**config.mk**
```make
export PLATFORM = sky130hd
export DESIGN_NAME = ifq
export DESIGN_NICKNAME = d
export VERILOG_FILES = /design/src/rtl/ifq.sv
export SDC_FILE = /design/constraint.sdc
export NUM_CORES = 1
export LEC_CHECK = 0
export BUFFER_PORTS_ARGS = -buffer_cell sky130_fd_sc_hd__buf_2
export CORE_MARGIN = 2
export CORE_UTILIZATION = 45
export DETAILED_ROUTE_END_ITERATION = 8
export PLACE_DENSITY = 0.7
export RECOVER_POWER = 50
export SYNTH_ARGS = -nofsm -noshare
export SYNTH_HDL_FRONTEND = slang
export SYNTH_SLANG_ARGS = --single-unit
export TNS_END_PERCENT = 20
```
**constraint.sdc**
```tcl
create_clock -name clk -period 6.2 [get_ports clk]
set_input_delay 0.93 -clock clk [delete_from_list [all_inputs] [get_ports clk]]
set_output_delay 0.93 -clock clk [all_outputs]
set_load 0.02 [all_outputs]
```
**src/rtl/ifq.sv**
```systemverilog
// Instruction fetch queue: requests cache lines, buffers them, hands one instruction per cycle to dispatch.
// Latency: a line captured on edge N is dispatchable in the cycle after N; a redirect costs 2 cycles on a hit.
// Backpressure: fetch stalls (rd_en=0) while all line entries are occupied; rd_inst is ignored while empty.
module ifq #(
  parameter int                    DATA_WIDTH       = 32,
  parameter int                    CACHE_LINE_WIDTH = 128,
  parameter int                    QUEUE_DEPTH      = 4,
  parameter logic [DATA_WIDTH-1:0] RESET_PC         = 32'h0040_0000
) (
  input  logic                        clk,
  input  logic                        rst_n,
  output logic [DATA_WIDTH-1:0]       PC_in,
  output logic                        rd_en,
  output logic                        abort,
  input  logic [CACHE_LINE_WIDTH-1:0] D_out,
  input  logic                        d_out_valid,
  output logic [DATA_WIDTH-1:0]       inst,
  output logic [DATA_WIDTH-1:0]       pc_out,
  output logic                        empty,
  input  logic                        rd_inst,
  input  logic [DATA_WIDTH-1:0]       jmp_br_addr,
  input  logic                        jmp_br_valid
);

  localparam int WORDS  = CACHE_LINE_WIDTH / DATA_WIDTH;
  localparam int WORD_W = $clog2(WORDS);
  localparam int PTR_W  = $clog2(QUEUE_DEPTH);
  localparam int CNT_W  = PTR_W + 1;
  localparam int OFS_W  = $clog2(CACHE_LINE_WIDTH / 8);

  localparam logic [CNT_W-1:0]      FULL_CNT   = CNT_W'(QUEUE_DEPTH);
  localparam logic [WORD_W-1:0]     LAST_WORD  = WORD_W'(WORDS - 1);
  localparam logic [DATA_WIDTH-1:0] LINE_BYTES = DATA_WIDTH'(CACHE_LINE_WIDTH / 8);
  localparam logic [DATA_WIDTH-1:0] WORD_BYTES = DATA_WIDTH'(DATA_WIDTH / 8);
  localparam logic [DATA_WIDTH-1:0] LINE_MASK  = ~(LINE_BYTES - DATA_WIDTH'(1));
  localparam logic [DATA_WIDTH-1:0] RESET_LINE = RESET_PC & LINE_MASK;

  logic [CACHE_LINE_WIDTH-1:0] line_q [QUEUE_DEPTH];

  logic [PTR_W-1:0]      wr_ptr_q,   wr_ptr_d;
  logic [PTR_W-1:0]      rd_ptr_q,   rd_ptr_d;
  logic [CNT_W-1:0]      count_q,    count_d;
  logic [WORD_W-1:0]     rd_word_q,  rd_word_d;
  logic [DATA_WIDTH-1:0] fetch_pc_q, fetch_pc_d;
  logic [DATA_WIDTH-1:0] deq_pc_q,   deq_pc_d;

  logic                        fill, pop, retire;
  logic [CACHE_LINE_WIDTH-1:0] head_line;
  logic [DATA_WIDTH-1:0]       head_word;

  // Request/status outputs; a redirect suppresses the cache request in its own cycle.
  assign rd_en  = rst_n & (count_q != FULL_CNT) & ~jmp_br_valid;
  assign abort  = rst_n & jmp_br_valid;
  assign PC_in  = fetch_pc_q;
  assign empty  = (count_q == '0);
  assign pc_out = deq_pc_q;
  assign inst   = empty ? '0 : head_word;

  // Redirect wins over both fill and pop on the same edge.
  assign fill   = rd_en & d_out_valid;
  assign pop    = rd_inst & ~empty & ~jmp_br_valid;
  assign retire = pop & (rd_word_q == LAST_WORD);

  // Select the current instruction out of the head line.
  always_comb begin
    head_line = line_q[rd_ptr_q];
    head_word = '0;
    for (int k = 0; k < WORDS; k++) begin
      if (rd_word_q == WORD_W'(k)) head_word = head_line[k*DATA_WIDTH +: DATA_WIDTH];
    end
  end

  // Next-state for pointers, occupancy, word index and the two PCs.
  always_comb begin
    wr_ptr_d   = wr_ptr_q;
    rd_ptr_d   = rd_ptr_q;
    count_d    = count_q;
    rd_word_d  = rd_word_q;
    fetch_pc_d = fetch_pc_q;
    deq_pc_d   = deq_pc_q;
    if (jmp_br_valid) begin
      wr_ptr_d   = '0;
      rd_ptr_d   = '0;
      count_d    = '0;
      fetch_pc_d = jmp_br_addr & LINE_MASK;
      rd_word_d  = jmp_br_addr[OFS_W-1 -: WORD_W];
      deq_pc_d   = jmp_br_addr;
    end else begin
      if (fill) begin
        wr_ptr_d   = wr_ptr_q + PTR_W'(1);
        fetch_pc_d = fetch_pc_q + LINE_BYTES;
      end
      if (pop) begin
        deq_pc_d  = deq_pc_q + WORD_BYTES;
        rd_word_d = rd_word_q + WORD_W'(1);
        if (retire) rd_ptr_d = rd_ptr_q + PTR_W'(1);
      end
      if (fill && !retire) count_d = count_q + CNT_W'(1);
      else if (!fill && retire) count_d = count_q - CNT_W'(1);
    end
  end

  // Control state register with asynchronous reset.
  always_ff @(posedge clk or negedge rst_n) begin
    if (!rst_n) begin
      wr_ptr_q   <= '0;
      rd_ptr_q   <= '0;
      count_q    <= '0;
      rd_word_q  <= '0;
      fetch_pc_q <= RESET_LINE;
      deq_pc_q   <= RESET_PC;
    end else begin
      wr_ptr_q   <= wr_ptr_d;
      rd_ptr_q   <= rd_ptr_d;
      count_q    <= count_d;
      rd_word_q  <= rd_word_d;
      fetch_pc_q <= fetch_pc_d;
      deq_pc_q   <= deq_pc_d;
    end
  end

  // Line storage; contents are only meaningful where count says so, so no reset.
  always_ff @(posedge clk) begin
    if (fill) line_q[wr_ptr_q] <= D_out;
  end

endmodule

```
==> metrics.csv <==
stage;metric;value;unit
status;status;complete, but fails checks;
status;violations;capacitance limit, slew limit;
worst_setup_path;critical_path_class;flip-flop to primary output;
synthesis;async_reset_ff_share;11.9;%
timing;finClkSkew;27.6;ps
synthesis;yosysMostFrequentCell;edfxtp_1;
timing;setup_violations;0;
power;cellPowerDensity;324;nW/um^2
timing;drv_slew;41;
global_route;grt_pass1_wl;77.5;mm
floorplanning;fp.dieArea;53300;um^2
cts;cts_sinks;581;
synthesis;synth-main-ff-cell;edfxtp_1;
worst_setup_path;cp-end-kind;primary output;
floorplanning;io_pins;264;
cts;cts.htree.levels;2;
synthesis;synth_edf_count;512;
synthesis;yosysTopAreaCell;edfxtp_1;
cts;cts_tree;done;
detailed_routing;avgRoutedWirePerCell;23.5;um
power;p_total;0.00871;W
floorplanning;rows;83;
worst_setup_path;cp.required;5270;ps
worst_setup_path;start_kind;flip-flop;
floorplanning;initial_core_util;45.3;%
final_layout;fillers;4095;
timing;rsz0062_at_grt;false;
floorplanning;core_area;51100;um^2
synthesis;ys_top_cells_by_area;edfxtp_1 (66%), mux4_2 (12%), dfrtp_1 (7.2%);
global_route;grt_max_degree;85;
global_route;antenna_found_initial;12;
timing;finalHoldViolCount;0;
flow_run;max_cap_viol_count;1;
cts;cts_buffers;58;
hold_path;worst_hold_path_type;flip-flop to flip-flop;
final_layout;fin_util;52.7;%
global_route;track_usage;19.3;%
detailed_routing;vias;12500;
cts;clockBufferDepth;3;
synthesis;ys_types;57;
detailed_routing;ant_nets;0;
final_layout;drive_above_1_share;24.9;%
place;place_congestion;0.833;
timing;fin_crit_sh;72.8;%
cts;cts-root-buf;clkbuf_16;
synthesis;synth_seq_cells;581;
power;ir_drop;0.000232;V
timing;max_freq;221;MHz
synthesis;syn-cell-area;23200;um^2
synthesis;ys.warnings.count;0;
cts;post_cts_buffers;0;
timing;tightest_slew;2090;ps
global_route;grt_pass1_vias;13000;
timing;finalCriticalPeriod;4520;ps
timing;setup_tns;0;ps
timing;layout_setup_ws;1680;ps
timing;relSlewSlack;-39.3;%
place;detailedPlace.worstSlack;2360;ps
floorplanning;dieHeight;231;um
final_layout;finalNetCount;1638;
place;place.port_buffers;259;
place;dp_hpwl;30.6;mm
final_layout;syn_to_final_growth;16.2;%
detailed_routing;wirelength;51.5;mm
synthesis;syn-mean-instance-area;19.4;um^2
cts;clk_latency;620;ps
floorplanning;die_w;231;um
synthesis;syn_inst;1196;
cts;postCtsResizedCells;0;
detailed_routing;drtIter0Drc;933;
worst_setup_path;arrival;3590;ps
synthesis;synth_top_area_share;66.4;%
detailed_routing;drc_errors;0;
power;cellLeakagePower;8.65;nW
global_route;gr-total-overflow;0;
synthesis;ys_top_cells_by_count;edfxtp_1 (512), mux4_2 (128), dfrtp_1 (67), a22oi_1 (64), o21ai_0 (54);
place;placed_cells;2082;
cts;clkTransAtPathRegs;60;ps
detailed_routing;viasPerCell;5.69;
final_layout;final_cells;2191;
synthesis;yosysSeqAreaShare;73.8;%
cts;postCtsHoldBufs;0;
detailed_routing;dr.pass1.iters;5;
worst_setup_path;critPathMaxFanout;33;
## state kept, by name (all words and copies together) (netlist names)
signal	count
count_q	3
PC_in	28
rd_word_q	2
line_q	512
wr_ptr_q	2
pc_out	32
rd_ptr_q	2
## stage by stage
stage	cell area (um^2)	hold slack (ps)
final	26900	520
after floorplan	23200	513
after global routing	26900	532
after global placement	25200	491
after CTS	27100	470
after detailed placement	25200	503
## worst max-delay path, stage by stage, from the launching register on
cell and delay [ps]:
dfrtp_1 370, inv_1 90, ha_2 540, nor2b_4 1120
a22oi_1 300, o21ai_0 310, buf_2 210
## cells in the final DEF, fill, tap and decap left out, drive strengths merged, types with 19 or more instances in the layout
cell type    n
edfxtp     512
clkbuf     214
mux4       128
buf        122
dfrtp       67
a22oi       64
o21ai       54
nand2       41
clkinv      33
nand3       31
xor2        22
xnor2       21
nand4       20
nor2        19
## layer usage
| metal | wire [um] | vias up | share of wire (%) | track usage (%) |
|---|---|---|---|---|
| met2 | 25600 | 490 | 50 | 32.2 |
| met5 | 96 | - | 0.19 | 0 |
| li1 | - | 5451 | - | - |
| met1 | 20500 | 6411 | 40 | 24.9 |
| met3 | 4130 | 93 | 8.0 | 4.98 |
| met4 | 1190 | 14 | 2.3 | 6.11 |
## power breakdown
part	total (W)	switching [W]	internal [W]
Combinational	0.000821	0.000508	0.000313
Sequential	0.00445	0.0000909	0.00436
Clock	0.00344	0.00147	0.00196
## kinds of logic (layout without fill, tap and decap cells)
group	count (synthesis)	count (layout)	synth area share (%)
adders and majority gates	11	11	0.627
AOI/OAI and AO/OA	162	162	4.79
DFF	581	581	73.8
other	1	7	0.0162
buffers and inverters	83	392	1.57
and+or+nand+nor	166	166	4.10
xor gates and xnor gates	43	43	1.63
muxes	149	149	13.4
## path summary, 6_finish.rpt
kind / start / to / slack [ps] / cells past startpoint
min in group asynchronous: rst_n / pc_out[15]$_DFFE_PN0P_ / 550 / 2
min reg2reg: pc_out[0]$_DFFE_PN0P_ / pc_out[0]$_DFFE_PN0P_ / 520 / 1
max in group asynchronous: rst_n / rd_ptr_q[1]$_DFFE_PN0P_ / 4940 / 2
max reg2reg: count_q[2]$_DFFE_PN0P_ / line_q[3][72]$_DFFE_PP_ / 3300 / 4
min: pc_out[0]$_DFFE_PN0P_ / pc_out[0]$_DFFE_PN0P_ / 520 / 1
max: rd_word_q[1]$_DFFE_PN0P_ / inst[19] / 1680 / 6
## area by class of cell
cell class                 count  area (um^2)  area share, %
multi-input combinational    535         5720           21.2
timing repair buffer         274         1300           4.83
antenna                        3         7.51         0.0279
tap                          680          851           3.16
inverter                      12         45.0          0.167
clock buffer                  62         1470           5.45
clock inverter                44          419           1.56
sequential                   581        17100           63.6
Note: power is estimated with default switching activity, not from simulation.
